## src/rtl/mode_counter.sv

```systemverilog
// Up/down counter with programmable terminal value, parallel load, wrap or
// one-shot mode, sticky overflow/underflow flags and a registered tc pulse.
module mode_counter #(
  parameter int WIDTH = 8
) (
  input  logic             clk,
  input  logic             res,
  input  logic             enable,
  input  logic             up,
  input  logic             oneshot,
  input  logic [WIDTH-1:0] limit,
  input  logic             load,
  input  logic [WIDTH-1:0] load_value,
  input  logic             reinit,
  input  logic             clear_flags,
  output logic [WIDTH-1:0] value,
  output logic             overflow,
  output logic             underflow,
  output logic             tc,
  output logic             busy,
  output logic             done
);

  localparam logic [1:0] ST_IDLE = 2'd0;
  localparam logic [1:0] ST_RUN  = 2'd1;
  localparam logic [1:0] ST_DONE = 2'd2;

  logic [1:0]       state_q, state_d;
  logic [WIDTH-1:0] value_q, value_d;
  logic             overflow_q, overflow_d;
  logic             underflow_q, underflow_d;
  logic             tc_q, tc_d;
  logic             set_ov, set_un;

  always_comb begin
    state_d = state_q;
    value_d = value_q;
    tc_d    = 1'b0;
    set_ov  = 1'b0;
    set_un  = 1'b0;

    if (reinit) begin
      value_d = '0;
      state_d = ST_IDLE;
    end else if (load) begin
      value_d = (load_value > limit) ? limit : load_value;
      if (state_q == ST_DONE) state_d = ST_IDLE;
    end else if (enable && state_q != ST_DONE) begin
      state_d = ST_RUN;
      // Terminal checks precede the add/sub, so the count never wraps modulo 2^WIDTH.
      if (up) begin
        if (value_q >= limit) begin
          set_ov = 1'b1;
          tc_d   = 1'b1;
          if (oneshot) begin
            value_d = limit;
            state_d = ST_DONE;
          end else begin
            value_d = '0;
          end
        end else begin
          value_d = value_q + 1'b1;
        end
      end else begin
        if (value_q == '0) begin
          set_un = 1'b1;
          tc_d   = 1'b1;
          if (oneshot) state_d = ST_DONE;
          else         value_d = limit;
        end else begin
          value_d = value_q - 1'b1;
        end
      end
    end

    // A set event in the same cycle as clear_flags leaves the flag set.
    overflow_d  = (overflow_q  & ~clear_flags) | set_ov;
    underflow_d = (underflow_q & ~clear_flags) | set_un;
  end

  always_ff @(posedge clk) begin
    if (res) begin
      state_q     <= ST_IDLE;
      value_q     <= '0;
      overflow_q  <= 1'b0;
      underflow_q <= 1'b0;
      tc_q        <= 1'b0;
    end else begin
      state_q     <= state_d;
      value_q     <= value_d;
      overflow_q  <= overflow_d;
      underflow_q <= underflow_d;
      tc_q        <= tc_d;
    end
  end

  assign value     = value_q;
  assign overflow  = overflow_q;
  assign underflow = underflow_q;
  assign tc        = tc_q;
  assign busy      = (state_q == ST_RUN);
  assign done      = (state_q == ST_DONE);

endmodule

```

## config.mk

```make
export PLATFORM = sky130hd
export DESIGN_NAME = mode_counter
export DESIGN_NICKNAME = d
export VERILOG_FILES = /design/src/rtl/mode_counter.sv
export SDC_FILE = /design/constraint.sdc
export NUM_CORES = 1
export LEC_CHECK = 0
export ABC_CLOCK_PERIOD_IN_PS = 2200
export CAP_MARGIN = 0
export CORE_AREA = 10 10 62 84
export CTS_CLUSTER_SIZE = 40
export DETAILED_ROUTE_END_ITERATION = 10
export DIE_AREA = 0 0 72 94
export GPL_ROUTABILITY_DRIVEN = 1
export PLACE_DENSITY = 0.74
export RECOVER_POWER = 25
export SLEW_MARGIN = 10
export SYNTH_ARGS = -nofsm -noshare
export SYNTH_HDL_FRONTEND = slang
export SYNTH_SLANG_ARGS = --single-unit
```

## constraint.sdc

```tcl
create_clock -name clk -period 2.2 [get_ports clk]
set_clock_uncertainty 0.1 [all_clocks]
set_input_delay 0.22 -clock clk [delete_from_list [all_inputs] [get_ports clk]]
set_output_delay 0.22 -clock clk [all_outputs]
set_load 0.05 [all_outputs]
```

== Yosys cells after proc, flatten, opt, wreduce, memory -nomap -nowiden ==
Index checks and enable logic that the tools add are counted.

* Register bits: 13
* Input port bits: 24
* Output and inout bits: 13

* Add/sub/neg operators: 2
* Magnitude comparators: 2
* Eq/ne operators: 5
* Multiplexer cells: 26
* Bitwise gates (word level): 6
* Reductions and logical operators: 7

{| class="wikitable"
|+ Operators by type and width
! operator !! number
|-
| 8-bit 2-to-1 mux || 8
|-
| 2-bit 2-to-1 mux || 7
|-
| 1-bit 2-to-1 mux || 11
|-
| 8-bit by 1-bit adder with 8-bit output, second input constant || 1
|-
| 8-bit greater-or-equal comparator || 1
|-
| 8-bit greater-than comparator || 1
|-
| 8-bit zero test || 1
|-
| 8-bit by 1-bit subtractor with 8-bit output, second input constant || 1
|-
| 4-bit != test, second input constant || 1
|-
| 2-bit AND reduction || 2
|-
| 4-bit OR reduction || 1
|-
| 1-bit AND || 2
|-
| 2-bit by 1-bit equality test with 1-bit output, second input constant || 1
|-
| 2-bit equality test, second input constant || 1
|-
| 2-bit by 1-bit != test with 1-bit output, second input constant || 1
|-
| 2-bit != test, second input constant || 1
|-
| 1-bit inverter || 2
|-
| 1-bit OR || 2
|-
| 2-bit nonzero test || 1
|-
| 2-bit OR reduction || 1
|-
| 1-bit logical AND || 1
|}

== Logic depth before layout (Yosys ltp) ==
Gate-level depths: netlist of the first run.

* Word-level depth: 7
* Gate-level depth with buffers: 8

== Least setup slack after synthesis of the first run ==
Ideal clock, no wire load.

* Path type: flip-flop to flip-flop
* Start point: register value_q[0] (netlist: value[0])
* End point: register value_q[7] (netlist: value[7])
* Arrival: 2.619 ns
* Path slack: -0.637 ns
* Stages on the path, launching flop included: 9
* Cell sequence: dfxtp_1 inv_1 ha_1 nand2b_4 a2111oi_4 o31ai_2 or4_1 o311a_1 a32o_1

* Cells in the longest elaborated chain, start to end: 5
* Elaborated cells on any way between the ends: 11

{| class="wikitable"
|+ Ends and longest elaborated chain
! what !! RTL line !! text
|-
| start, declared || 29 || <nowiki>logic [WIDTH-1:0] value_q, value_d;</nowiki>
|-
| start signal, assigned || 90 || <nowiki>value_q <= value_d;</nowiki>
|-
| 8-bit by 1-bit subtractor with 8-bit output, or another cell as far along || 71 || <nowiki>value_d = value_q - 1'b1;</nowiki>
|-
| 8-bit 2-to-1 mux (on tied branches) || 65, 52 ||
|-
| 8-bit 2-to-1 mux || 51 || <nowiki>if (up) begin</nowiki>
|-
| 8-bit 2-to-1 mux || 48 || <nowiki>end else if (enable && state_q != ST_DONE) begin</nowiki>
|-
| 8-bit 2-to-1 mux || 45 || <nowiki>end else if (load) begin</nowiki>
|}

Parallel ways exist; a longest one is shown, timed or not. The select of a mux whose other input is x is not followed.
A chain may end at the register's enable or synchronous reset.

== Worst setup path in the final report of the first run ==
Same ends and word-level chain as after synthesis.

==> reports/qor_table.md, run 1 <==
| Result | Reported | Unit |
| --- | --- | --- |
| Initial Utilization | 0.446 | - |
| Hold Vio Cnt, Final | 0 | - |
| Remaining global-route overflow | 0 | - |
| Total routing usage reported by global routing | 0.171 | - |
| Final-layout worst hold slack | 397 | ps |
| Arrival time worst endpoint | 2330 | ps |
| Critical-path top delay cell | or4_1 | - |
| Switching part of the total power | 0.380 | - |
| Port Buffers | 36 | - |
| Cell internal pwr | 687 | µW |
| IO Pins | 37 | - |
| Net switching power | 421 | µW |
| Part of the cycle the worst path needs | 1.04 | - |
| Detail-routed via count per cell | 5.88 | - |
| Vias in the first global route | 2005 | - |
| Average instance area after synthesis | 8.20 | µm² |
| Share of cells above drive strength 1 | 0.380 | - |
| Clock network fraction of design power | 0.204 | - |
| Synth area leaders | dfxtp_1 (16%), ha_1 (14%), mux2i_1 (6.2%), nand2_1 (3.9%), nor2_1 (3.7%) | - |
| TritonCTS clock tree | done | - |
| Leading area contributor after synthesis | dfxtp_1 | - |
| Number of nets with antenna violations after detailed routing | 0 | - |
| Leakage power of the design | 1.11 | nW |
| Maximum clock path buffer count | 2 | - |
| Fraction of synthesis flops using an asynchronous set or reset pin | 0 | - |
| Total length of routed wires | 5880 | µm |
| Setup repair after global routing missed its margin | yes | - |
| Master cell of the clock root buffer | clkbuf_8 | - |
| Commonest cells in the netlist | ha_1 (18), nand2_1 (17), nor2_1 (16) | - |
| Starting DRC count in detailed routing | 92 | - |
| Final routed DRC violation total | 0 | - |
| Global placement routability congestion | 0.935 | - |
| Layout area overhead | 64.1 | % |
| Result of the run | finished with violations | - |
| Net count after synthesis | 240 | - |
| Longest individual stage delay on the worst path | 410 | ps |
| Number of endpoints failing setup at the final stage | 4 | - |
| Worst slew pin tran | 518 | ps |
| Antenna cell count | 0 | - |
| Violated checks | setup timing | - |
| Maximum number of pins on one net before global-route repair | 19 | - |
| Final critical path time including I/O delays and setup | 2280 | ps |
| Total vias in the final route | 1870 | - |
| Rows | 26 | - |
| # clock sinks | 13 | - |
| Sequential cell area fraction in the yosys report | 0.160 | - |
| Total power after layout | 1.11 | mW |
| Required time at the worst-slack endpoint | 2250 | ps |
| Setup ws final | -77.3 | ps |
| Part of the total power dissipated in combinational logic | 0.563 | - |
| Clock-pin transition on the worst setup and hold timing paths | 70 | ps |
| Clock latency on the worst-skew pair | 260 | ps |
| Post-synthesis register bit count | 13 | - |
| Synth top area share | 0.160 | - |
| Core area | 3640 | µm² |
| Combined area of all synthesized cells | 1620 | µm² |
| Width of the die | 72 | µm |
| Post-synth EDFFs | 0 | - |
| Number of antenna violations at the first check in global routing | 0 | - |
| Instance count of the mapped netlist | 198 | - |
| Vert. Die Dim | 94 | µm |
| Count of final max-slew check failures | 0 | - |
| Worst hold path type | reg2reg | - |
| Full die area | 6770 | µm² |
| Synth cell types | 59 | - |
| Most frequent cell after synthesis | ha_1 | - |
| Share of total power in sequential cells | 0.233 | - |
| Average wire length per cell after detail routing | 18.5 | µm |
| Synth warnings | 0 | - |
| DR pass1 iterations | 4 | - |
| Crit end category | flip-flop | - |
| Clock buffer count from CTS | 3 | - |
| DP Wirelength | 4410 | µm |
| Largest driver fanout on the critical path | 3 | - |
| Dominant register cell in the synthesized netlist | dfxtp_1 | - |
| First-pass GRT wire length | 9430 | µm |
| Peak supply drop | 0.000419 | V |
| Max-capacitance violation count | 0 | - |
| Relative slew margins | 0.653 | - |
| Crit path cell chain | inv_4, ha_4, nand2b_4, a2111oi_4, buf_4, o31ai_4, or4_1, o311a_1, a32o_1 | - |
| Pwr Density | 416 | nW/µm² |
| Type of origin of the critical path | flip-flop | - |
| CTS H-tree depth | 1 | - |
| Worst setup path class | reg2reg | - |
| Fmax | 439 | MHz |
| Final #Nets | 319 | - |
-- layout make-up --
class / instances / area, µm²
clock buffers: 3 / 41.3
clock inverters: 1 / 5.00
fillers: 274 / 978
inverters: 14 / 55.1
multi-input cells: 160 / 1470
flip-flops and latches: 13 / 280
well taps: 42 / 52.6
repair buffers: 85 / 761
-- flip-flops by register name (all words and copies together) (netlist names) --
register and cells:
overflow 1, state_q 2, tc 1, underflow 1
value 8
-- metrics by stage --
step / cells / setup slack [ps] / setup TNS [ps] / util / area (µm²)
after floorplan: 198 / -159 / -305 / - / 1690
after global placement: 304 / -515 / -4470 / 0.648 / 2360
after detailed placement: 304 / -526 / -4640 / 0.648 / 2360
after CTS: 314 / -113 / -293 / 0.700 / 2550
after global routing: 318 / -142 / -597 / 0.731 / 2670
final: 318 / -77.3 / -180 / 0.731 / 2670
-- power by group through the flow --
stage                     clock network, mW  logic, mW  registers [mW]
after CTS                             0.231      0.580           0.256
final                                 0.226      0.624           0.258
after floorplan                           0      0.286           0.298
after global routing                  0.249      0.671           0.258
after detailed placement                  0      0.533           0.259
after global placement                    0      0.525           0.259
-- metal layers --
metal,GRT usage,wire length [µm],up-vias
met5,0,0,-
met4,0.0809,176,0
met3,0.0423,218,17
met2,0.303,3060,48
met1,0.183,2430,901
li1,-,-,904
-- layout by cell type (no fill, tap or decap), drive strengths merged, types with 2 or more instances in the layout --
master / synthesis / layout
a32o: 5 / 5
nor3: 8 / 8
o21a: 3 / 3
ha: 18 / 18
xor2: 2 / 2
a21oi: 11 / 11
o211ai: 2 / 2
clkbuf: 8 / 3
mux2i: 10 / 10
xnor2: 6 / 6
nand2b: 5 / 5
o21ai: 2 / 2
clkdlybuf4s50: 0 / 27
a21o: 2 / 2
nand2: 17 / 17
a211o: 5 / 5
inv: 14 / 14
dfxtp: 13 / 13
nand3: 3 / 3
nand4: 6 / 6
buf: 3 / 49
mux2: 2 / 2
a2111oi: 3 / 3
or3: 2 / 2
a31oi: 5 / 5
a32oi: 2 / 2
dlygate4sd2: 0 / 8
nor2: 16 / 16
nor3b: 2 / 2
-- path summary, 6_finish.rpt --
| path | start | end | slack, ps | cells past startpoint |
|---|---|---|---|---|
| worst min-delay path | overflow | overflow | 400 | 2 |
| worst max-delay path | value[0] | value[7] | -80 | 9 |
| worst max register to register | value[0] | value[7] | -80 | 9 |
| worst min register to register | overflow | overflow | 400 | 2 |
-- critical path: cells and delay by family (launching register included) --
kind,cells,cell delay (ps)
AOI/OAI and AO/OA,4,760
adders and majority gates,1,180
buffers and inverters,2,240
DFF,1,350
and+or+nand+nor,2,550
-- cell families after synthesis --
kind of cell	synth area share
XOR/XNOR	0.0431
AO/OA/AOI/OAI	0.280
flip-flops	0.160
buffers and inverters	0.0601
AND/OR/NAND/NOR	0.243
adder cells (fa/ha/maj)	0.139
multiplexers	0.0755
-- timing repair --
action                                  CTS  global route
endpoints found under the setup margin    9             9
buffers inserted                          6             4
gates resized for setup                  34             9
endpoints found under the hold margin     0             0
pin swaps                                14            15
hold buffers                              0             0
Note: power is estimated with default switching activity, not from simulation.
==> inputs of run 2 (changes only) <==
Settings changed: SKIP_CTS_REPAIR_TIMING set to 1.
==> reports/qor_table.md, run 2 (synthesis gave the netlist of run 1 again) <==
| Result | Reported | Unit |
| --- | --- | --- |
| Number of cells in the finished layout apart from fillers | 313 | - |
| Initial Utilization | 0.446 | - |
| Arrival time worst endpoint | 2420 | ps |
| Width of the die | 72 | µm |
| Starting DRC count in detailed routing | 141 | - |
| Fillers | 271 | - |
| Setup Slack @ Placement | -526 | ps |
| Pwr Density | 411 | nW/µm² |
| Number of antenna violations at the first check in global routing | 0 | - |
| Crit path cell chain | inv_4, ha_4, nand2b_4, a2111oi_4, or3_4, a31oi_4, or4b_1, a41oi_2 | - |
| Final setup TNS | -559 | ps |
| Longest individual stage delay on the worst path | 540 | ps |
| Full die area | 6770 | µm² |
| Routing usage on met1 | 0.171 | - |
| Global placement routability congestion | 0.935 | - |
| Fmax | 424 | MHz |
| Most crowded layer after global routing | met2 | - |
| Net switching power | 414 | µW |
| Count of final max-slew check failures | 0 | - |
| Vert. Die Dim | 94 | µm |
| Rows | 26 | - |
| Core Util, Final | 0.724 | - |
| Vias in the first global route | 1873 | - |
| Average wire length per cell after detail routing | 18.5 | µm |
| Relative slew margins | 0.653 | - |
| Part of the total power dissipated in combinational logic | 0.553 | - |
| Setup repair after global routing missed its margin | yes | - |
| Share of total power in sequential cells | 0.237 | - |
| Number of nets with antenna violations after detailed routing | 0 | - |
| Cell internal pwr | 670 | µW |
| Maximum clock path buffer count | 2 | - |
| TritonCTS clock tree | done | - |
| Type of origin of the critical path | flip-flop | - |
| Final routed DRC violation total | 0 | - |
| Critical-path top delay cell | or4b_1 | - |
| Most common cell after layout, fill and taps aside | buf_4 | - |
| Share of cells above drive strength 1 | 0.362 | - |
| Cell family with most CP delay | simple AND/OR/NAND/NOR gates | - |
| CTS H-tree depth | 1 | - |
| Final Instance Area | 2640 | µm² |
| Largest driver fanout on the critical path | 3 | - |
| Most frequent cells in the layout | buf_4 (39), clkdlybuf4s50_1 (25), nand2_1 (16) | - |
| # clock sinks | 13 | - |
| Clock latency on the worst-skew pair | 260 | ps |
| GRT met3 Usage | 0.0381 | - |
| Clock network fraction of design power | 0.210 | - |
| Worst hold path type | in2reg | - |
| Total length of routed wires | 5800 | µm |
| Remaining global-route overflow | 0 | - |
| First-pass GRT wire length | 8790 | µm |
| Max-capacitance violation count | 0 | - |
| Leakage power of the design | 1.16 | nW |
| Final critical path time including I/O delays and setup | 2360 | ps |
| Dpl cells | 304 | - |
| Hold Vio Cnt, Final | 0 | - |
| Total routing usage reported by global routing | 0.158 | - |
| Peak supply drop | 0.000403 | V |
| Maximum number of pins on one net before global-route repair | 19 | - |
| Layout area overhead | 62.5 | % |
| Result of the run | finished with violations | - |
| Clock buffer count from CTS | 3 | - |
| Total power after layout | 1.08 | mW |
| Number of endpoints failing setup at the final stage | 7 | - |
| Part of the cycle the worst path needs | 1.07 | - |
| Setup ws final | -159 | ps |
| Final-layout worst hold slack | 339 | ps |
| Buf+Inv Stages, Crit Path | 1 | - |
| Detail-routed via count per cell | 6.00 | - |
| Crit end category | flip-flop | - |
| Final #Nets | 314 | - |
| Required time at the worst-slack endpoint | 2260 | ps |
| Worst slew pin tran | 519 | ps |
| IO Pins | 37 | - |
| Flip-flop count of the largest register after layout | 8 | - |
| Placed Instance Area | 2360 | µm² |
| Master cell of the clock root buffer | clkbuf_8 | - |
| Worst setup path class | reg2reg | - |
| Violated checks | setup timing | - |
| Clock-pin transition on the worst setup and hold timing paths | 70 | ps |
| Port Buffers | 36 | - |
| DR pass1 iterations | 4 | - |
| DP Wirelength | 4410 | µm |
| Total vias in the final route | 1878 | - |
| Core area | 3640 | µm² |
| Antenna cell count | 0 | - |
| Switching part of the total power | 0.382 | - |
| GR met2 Demand/Resource | 0.288 | - |
==> run 2: power by group through the flow <==
stage / Clock (mW) / Combinational, mW / Sequential [mW]
5_1_grt: 0.247 / 0.643 / 0.258
6_report: 0.227 / 0.600 / 0.257
3_3_place_gp: 0 / 0.525 / 0.259
3_5_place_dp: 0 / 0.533 / 0.259
2_1_floorplan: 0 / 0.286 / 0.298
4_1_cts: 0.231 / 0.536 / 0.254
==> run 2: routing by layer <==
layer,vias up,part of all wire
met5,-,0
met2,57,0.52
li1,902,-
met1,902,0.40
met3,17,0.050
met4,0,0.025
==> run 2: area by class of cell <==
cell class | count | area (µm²) | share of cell area
Clock buffer | 3 | 41.3 | 0.0156
Clock inverter | 1 | 5.00 | 0.00190
Inverter | 14 | 55.1 | 0.0209
Multi-Input combinational cell | 160 | 1460 | 0.552
Sequential cell | 13 | 280 | 0.106
Tap cell | 42 | 52.6 | 0.0199
Timing Repair Buffer | 80 | 747 | 0.283
==> run 2: tightest hold or removal path: cells and delay by family <==
kind,cells,cell delay [ps]
AND/OR/NAND/NOR,1,80
AO/OA/AOI/OAI,1,160
buffers and inverters,1,120
multiplexers,1,90
==> run 2: path summary, 6_finish.rpt <==
| kind | slack [ps] | cells after the start | end | start |
|---|---|---|---|---|
| hold reg to reg | 390 | 2 | overflow | overflow |
| hold / removal | 340 | 4 | value[3] | limit[3] |
| setup / recovery | -160 | 8 | value[0] | value[0] |
| setup reg to reg | -160 | 8 | value[0] | value[0] |
==> inputs of run 3 (changes only) <==
Settings changed: CTS_CLUSTER_SIZE 40 to 20.
==> results of run 3 <==
The final DEF is identical to that of run 2; final timing and power are the same.
